--- config.mk ---
export PLATFORM = sky130hd
export DESIGN_NAME = bin_to_bcd_seq
export DESIGN_NICKNAME = d
export VERILOG_FILES = /design/src/rtl/bin_to_bcd_seq.sv
export SDC_FILE = /design/constraint.sdc
export NUM_CORES = 1
export LEC_CHECK = 0
export ABC_AREA = 1
export BUFFER_PORTS_ARGS = -buffer_cell sky130_fd_sc_hd__buf_2
export CORE_MARGIN = 2
export CORE_UTILIZATION = 50
export CTS_CLUSTER_DIAMETER = 150
export CTS_CLUSTER_SIZE = 25
export DETAILED_ROUTE_END_ITERATION = 8
export GPL_TIMING_DRIVEN = 0
export PLACE_DENSITY_LB_ADDON = 0.25
export REMOVE_ABC_BUFFERS = 1
export SKIP_LAST_GASP = 1
export SLEW_MARGIN = 0
export SYNTH_ARGS = -nofsm -noshare
export SYNTH_HDL_FRONTEND = slang
export SYNTH_SLANG_ARGS = --single-unit
export TNS_END_PERCENT = 10
--- constraint.sdc ---
create_clock -name clk -period 1.6 [get_ports clk]
set_input_delay 0.32 -clock clk [delete_from_list [all_inputs] [get_ports clk]]
set_output_delay 0.32 -clock clk [all_outputs]
set_load 0.02 [all_outputs]
--- src/rtl/bin_to_bcd_seq.sv ---
// bin_to_bcd_seq: sequential shift-add-3 binary-to-BCD converter, one bit per clock with start/busy/done handshake
module bin_to_bcd_seq #(
  parameter int WIDTH  = 8,
  parameter int DIGITS = 3
) (
  input  logic                         clk,
  input  logic                         rst_n,
  input  logic                         start,
  input  logic [WIDTH-1:0]             bin_in,
  output logic                         busy,
  output logic                         done,
  output logic [4*DIGITS-1:0]          bcd_out,
  output logic [$clog2(DIGITS+1)-1:0]  ndigits
);
  localparam int BW = 4 * DIGITS;
  localparam int CW = $clog2(WIDTH + 1);
  localparam int NW = $clog2(DIGITS + 1);
  function automatic longint pow10(input int n);
    longint p;
    p = 1;
    for (int i = 0; i < n; i++) p = p * 10;
    return p;
  endfunction
  generate
    if (WIDTH < 1 || WIDTH > 32 || pow10(DIGITS) <= longint'((64'd1 << WIDTH) - 64'd1)) begin : g_bad_cfg
      $fatal(1, "bin_to_bcd_seq: WIDTH must be 1..32 and 10^DIGITS must exceed 2^WIDTH-1");
    end
  endgenerate
  typedef enum logic {IDLE, CONV} state_t;
  state_t           state, state_d;
  logic [WIDTH-1:0] bin_sr;
  logic [BW-1:0]    scratch, adj, shifted;
  logic [CW-1:0]    cnt;
  logic [NW-1:0]    nd;
  logic             last;
  assign last = cnt == CW'(1);
  always_comb begin
    adj = scratch;
    for (int k = 0; k < DIGITS; k++)
      adj[4*k +: 4] = scratch[4*k +: 4] >= 4'd5 ? scratch[4*k +: 4] + 4'd3 : scratch[4*k +: 4];
    shifted = {adj[BW-2:0], bin_sr[WIDTH-1]};
    nd = NW'(1);
    for (int k = 0; k < DIGITS; k++)
      if (shifted[4*k +: 4] != 4'd0) nd = NW'(k + 1);
  end
  always_comb begin
    state_d = state == IDLE ? (start ? CONV : IDLE) : (last ? IDLE : CONV);
  end
  always_ff @(posedge clk) begin
    if (!rst_n) state <= IDLE;
    else        state <= state_d;
  end
  always_ff @(posedge clk) begin
    if (!rst_n) begin
      bin_sr  <= '0;
      scratch <= '0;
      cnt     <= '0;
      busy    <= 1'b0;
      done    <= 1'b0;
      bcd_out <= '0;
      ndigits <= '0;
    end else begin
      done <= state == CONV && last;
      busy <= state_d == CONV;
      if (state == IDLE && start) begin
        bin_sr  <= bin_in;
        scratch <= '0;
        cnt     <= CW'(WIDTH);
      end else if (state == CONV) begin
        bin_sr  <= bin_sr << 1;
        scratch <= shifted;
        cnt     <= cnt - CW'(1);
        if (last) begin
          bcd_out <= shifted;
          ndigits <= nd;
        end
      end
    end
  end
endmodule

======== Word level (Yosys, flattened, before mapping) ========
Cells that the tools add are included.
word-level totals
  flip-flop bits (word level) ............. 40
  input port bits ......................... 11
  word-level logic and storage cells ...... 38
operators by class
  $add $sub $neg .......................... 4
  order comparisons ....................... 3
  equal/unequal tests ..................... 1
  multiplexer cells ....................... 12
  bitwise logic cells ..................... 3
  reductions and logical operators ........ 7
operators with widths
  operator                                                                number
  4-bit two-way mux                                                       4
  8-bit two-way mux                                                       2
  4-bit by 3-bit >= comparator with 1-bit output (second input constant)  3
  4-bit by 2-bit adder with 4-bit output (second input constant)          2
  4-bit nonzero test                                                      2
  4-bit by 1-bit == test with 1-bit output (second input constant)        1
  2-bit two-way mux                                                       2
  4-bit by 1-bit subtractor with 4-bit output (second input constant)     1
  3-bit by 2-bit adder with 3-bit output (second input constant)          1
  1-bit two-way mux                                                       3
  3-bit two-way mux                                                       1
  1-bit NOT                                                               3
  3-bit AND reduction                                                     1
  1-bit logical AND                                                       2
  2-bit nonzero test                                                      1
  2-bit OR reduction                                                      1

======== Depth between registers and ports, before layout ========
  word-level depth ........................ 5
  gate-level depth with buffers ........... 12

======== Worst setup path after synthesis ========
OpenSTA, ideal clock, no wires.
  path type ............................... reg2reg
  start point ............................. register scratch[4]
  end point ............................... register ndigits[1]
  library setup time ...................... 0.112 ns
  arrival time ............................ 1.279 ns
  required time ........................... 1.488 ns
  path slack .............................. 0.209 ns
  cell stages (with the launch flop) ...... 13
  path buffers ............................ 0
  period minus slack after synthesis ...... 1.391 ns
  cells stage by stage .................... dfxtp_1 inv_1 ha_1 inv_1 nand2_2 nand3_2 nand2_1 nand2_1 nand2_1 nor2_1 nand2_1 nand2_1 nand2_1
between the ends
  cells in the longest elaborated chain, start to end .. 5
  elaborated cells on any way between the ends .. 7
  classes of those cells .................. add/sub: 1; order compare: 1; mux: 3; reduce/logical: 2
ends and longest elaborated chain
  element                                                                                                   RTL line  source
  start: declaration                                                                                        32        logic [BW-1:0] scratch, adj, shifted;
  start signal: assignment                                                                                  71        scratch <= shifted;
  4-bit by 2-bit adder with 4-bit output or 4-bit by 3-bit >= comparator with 1-bit output (tied branches)  40        adj[4*k +: 4] = scratch[4*k +: 4] >= 4'd5 ? scratch[4*k +: 4] + 4'd3 : scratch[4*k +: 4];
  4-bit two-way mux *                                                                                       40
  4-bit nonzero test                                                                                        44        if (shifted[4*k +: 4] != 4'd0) nd = NW'(k + 1);
  2-bit two-way mux                                                                                         44
  2-bit two-way mux *                                                                                       44
  end signal: assignment                                                                                    75        ndigits <= nd;
  end: declaration                                                                                          13        output logic [$clog2(DIGITS+1)-1:0] ndigits
Mark *: on every way between the ends. The rest lies on a longest branch, timed or not.
A chain may end at the register's enable or synchronous reset.

======== Worst setup path after layout ========
Ends and elaborated chain as after synthesis.

==> results.py <==
metrics = {
    "route": {
        "antenna_left": 0,
        "drtIter0Drc": 116,
        "via_per_inst": 5.06,
        "route.met2.wl_mm": 1.79,
        "finalWirelength_mm": 3.89,
        "route.top_layer_used": "met4",
        "wirelength_met1_mm": 1.85,
        "detailroute.wirelength.met3_um": 163,
        "detail_route.first_pass.iterations": 4,
        "detail_route.wl_per_cell_um": 11.4,
        "num_vias": 1720,
        "residual_drc": 0,
    },
    "worst_setup_path": {
        "worstPathCellList": "inv_1 > ha_1 > inv_1 > nand2_4 > nand3_4 > nand2_1 > nand2_1 > nand2_1 > nor2_1 > nand2_1 > nand2_1 > nand2_1",
        "cp_top_family": "simple AND/OR/NAND/NOR gates",
        "critical_path_class": "reg -> reg",
        "critical_path.most_common_cell": "sky130_fd_sc_hd__nand2_1",
        "worst_path_largest_cell_delay_ps": 370,
        "critPathBufInv": 2,
        "worst_path_max_delay_cell": "sky130_fd_sc_hd__dfxtp_4",
        "cp.required_ps": 1810,
        "start_kind": "flip-flop",
        "critical_path_maximum_fanout": 7,
        "critPathCaptureType": "flip-flop",
        "critical_path_cell_count": 12,
        "worstPathArrival_ps": 1730,
        "worst_r2r_path_depth": 12,
    },
    "placed_design": {
        "number_of_input_and_output_port_buffers_inserted": 26,
        "post-place-ws_ps": -276,
        "dpl.hpwl_mm": 2.70,
        "finalWeightedCongestion": 0.906,
        "instance_area_at_placement_um2": 2150,
    },
    "synthesis": {
        "syn_inst": 264,
        "synth_sequential_area_ratio_pct": 40.1,
        "synth-edff-count": 0,
        "syn-mean-instance-area_um2": 7.56,
        "netlist-cell-type-count": 31,
        "ys_seq_elements": 40,
        "async_flop_share_pct": 0,
        "synthFlopType": "sky130_fd_sc_hd__dfxtp_1",
        "ys_warn_count": 0,
        "syn_area_um2": 2000,
    },
    "worst_hold_path": {
        "hold_path_class": "in -> reg",
        "min_path_cells": 3,
    },
    "sta": {
        "fin_crit_ps": 1520,
        "timing.hold.ws_ps": 270,
        "unrepaired_setup_endpoints_after_global_routing": "true",
        "timing.final.max_slew_violations": 0,
        "max_slew_margin_pct": 75.9,
        "final.setup_skew_ps": 4.45,
        "worst_slack_setup_final_ps": 75.7,
        "max_freq_mhz": 656,
        "timing_worst_slew_pin_value_ps": 361,
        "finalHoldViolCount": 0,
        "setup_viol": 0,
        "period_share_pct": 95.3,
    },
    "die": {
        "floorplan.die.height_um": 67.2,
        "die_w_um": 67.2,
        "core_um2": 3740,
        "top_level_ports": 27,
        "std_cell_rows": 22,
        "die-area_um2": 4520,
        "floorplan.initialDensity_pct": 53.3,
    },
    "power_and_ir_drop": {
        "max-vdd-ir-drop_uv": 635,
        "leakage_nw": 1.18,
        "power.density_cell_area_nw_per_um2": 978,
    },
    "cts": {
        "clkLatencyLatePin_ps": 300,
        "tritoncts": "built",
        "cts-buffers-inserted": 5,
        "cts_setup_buffers": 0,
        "ctsHtreeMaxLevel": 2,
        "clockBufferDepth": 2,
        "number_of_hold_buffers_added_after_cts": 0,
        "cts-root-buf": "sky130_fd_sc_hd__clkbuf_8",
        "numClockSinks": 40,
        "clk_pin_slew_worst_paths_ps": 80,
    },
    "finish": {
        "nets": 310,
        "final_cell_area_um2": 2290,
        "post_route_cells_drive_above_1_share_pct": 24.7,
        "antenna_cells_inserted": 0,
        "area_growth_pct": 14.5,
    },
    "outcome": {
        "run_status": "finished, final reports clean",
    },
    "global_routing": {
        "global_route.usage.total_pct": 19.5,
        "grt_pass1_wl_mm": 6.58,
        "number_of_antenna_violations_at_the_first_check_in_global_routing": 0,
        "via_count_of_the_first_global_routing_pass": 1487,
        "grt_start_max_net_pins": 27,
        "globalRouteOverflowTotal": 0,
    },
    "job": {
        "maxCapViolCount": 0,
    },
}
where the power goes:
| part | switching (mW) | internal, mW | leakage (nW) |
|---|---|---|---|
| registers | 0.0407 | 1.04 | 0.328 |
| clock network | 0.378 | 0.462 | 0.0541 |
| logic | 0.209 | 0.110 | 0.799 |
kinds of logic after synthesis:
group	after synthesis	synth area share (%)
adders and majority gates	8	5.01
AOI/OAI and AO/OA	45	15.2
DFF	40	40.1
buffers and inverters	48	10.5
xor gates and xnor gates	1	0.439
and+or+nand+nor	122	28.8
path summary, 6_finish.rpt:
path,from,slack [ps],to
worst max-delay path,scratch[4],80,ndigits[1]
worst min-delay path,bin_in[0],270,bin_sr[0]
worst max register to register,scratch[4],80,ndigits[1]
worst min register to register,ndigits[0],460,ndigits[0]
state kept, by name (all words and copies together) (netlist names):
| signal | flops |
|---|---|
| busy | 1 |
| bcd_out | 12 |
| cnt | 4 |
| scratch | 12 |
| ndigits | 2 |
| bin_sr | 8 |
| done | 1 |
tightest hold or removal path, delay by kind of cell:
kind	cells	cell delay, ps
and+or+nand+nor	1	60
AOI/OAI and AO/OA	1	50
buffers and inverters	1	100
per-stage QoR:
| step | power, mW | instances | util (%) | setup TNS, ps |
|---|---|---|---|---|
| floorplan | 1.34 | 258 | - | -720 |
| global placement | 1.41 | 332 | 57.4 | -5770 |
| detailed placement | 1.41 | 332 | 57.4 | -6570 |
| CTS | 2.25 | 340 | 60.4 | -20.9 |
| global route | 2.35 | 340 | 61.1 | -121 |
| finish | 2.24 | 340 | 61.1 | 0 |
cell usage in the layout, fill, tap and decap left out, types with 7 or more instances in the layout:
cell | synthesis | routed
sky130_fd_sc_hd__nand3_1 | 13 | 13
sky130_fd_sc_hd__o21ai_2 | 8 | 8
sky130_fd_sc_hd__dfxtp_1 | 40 | 37
sky130_fd_sc_hd__nand2_1 | 74 | 72
sky130_fd_sc_hd__inv_1 | 35 | 35
sky130_fd_sc_hd__a21oi_1 | 7 | 7
sky130_fd_sc_hd__nor2_1 | 17 | 17
sky130_fd_sc_hd__ha_1 | 8 | 8
sky130_fd_sc_hd__o21ai_0 | 7 | 7
sky130_fd_sc_hd__buf_2 | 4 | 26
sky130_fd_sc_hd__o21ai_1 | 8 | 8
timing repair:
action	in CTS	in global routing
cloned	0	0
setup endpoints to repair	38	10
gates resized for setup	1	8
metal layers:
layer / vias to the layer above / track usage, %
met5: - / 0
met4: 0 / 10.7
li1: 893 / -
met2: 31 / 31.1
met3: 7 / 4.00
met1: 789 / 24.6
final cells by class:
type	instances	area (µm²)
clock buffer	5	68.8
clock inverter	3	42.5
fill	354	1460
inverter	42	170
multi-input combinational	176	1000
sequential	40	810
tap	48	60.1
timing repair buffer	26	130
cells in the mapped netlist, types with 2 or more instances:
cell type                  count  share of area (%)
sky130_fd_sc_hd__inv_2         4               0.75
sky130_fd_sc_hd__nand3_1      13                3.3
sky130_fd_sc_hd__nand2_1      74                 14
sky130_fd_sc_hd__a21oi_2       6                2.6
sky130_fd_sc_hd__o21ai_1       8                2.0
sky130_fd_sc_hd__inv_1        35                6.6
sky130_fd_sc_hd__buf_2         4                1.0
sky130_fd_sc_hd__o21ai_0       7                1.8
sky130_fd_sc_hd__o211ai_1      2               0.75
sky130_fd_sc_hd__nand2_2       4                1.3
sky130_fd_sc_hd__o21ai_2       8                3.5
sky130_fd_sc_hd__nand3_2       2                1.0
sky130_fd_sc_hd__nor2_1       17                3.2
sky130_fd_sc_hd__a21oi_1       7                1.8
sky130_fd_sc_hd__dfxtp_1      40                 40
sky130_fd_sc_hd__nand4_1       6                1.9
sky130_fd_sc_hd__inv_6         2               0.88
sky130_fd_sc_hd__nor2_2        2               0.63
sky130_fd_sc_hd__a22o_1        4                1.8
sky130_fd_sc_hd__ha_1          8                5.0
No activity file was read; power rests on OpenSTA's default activity.
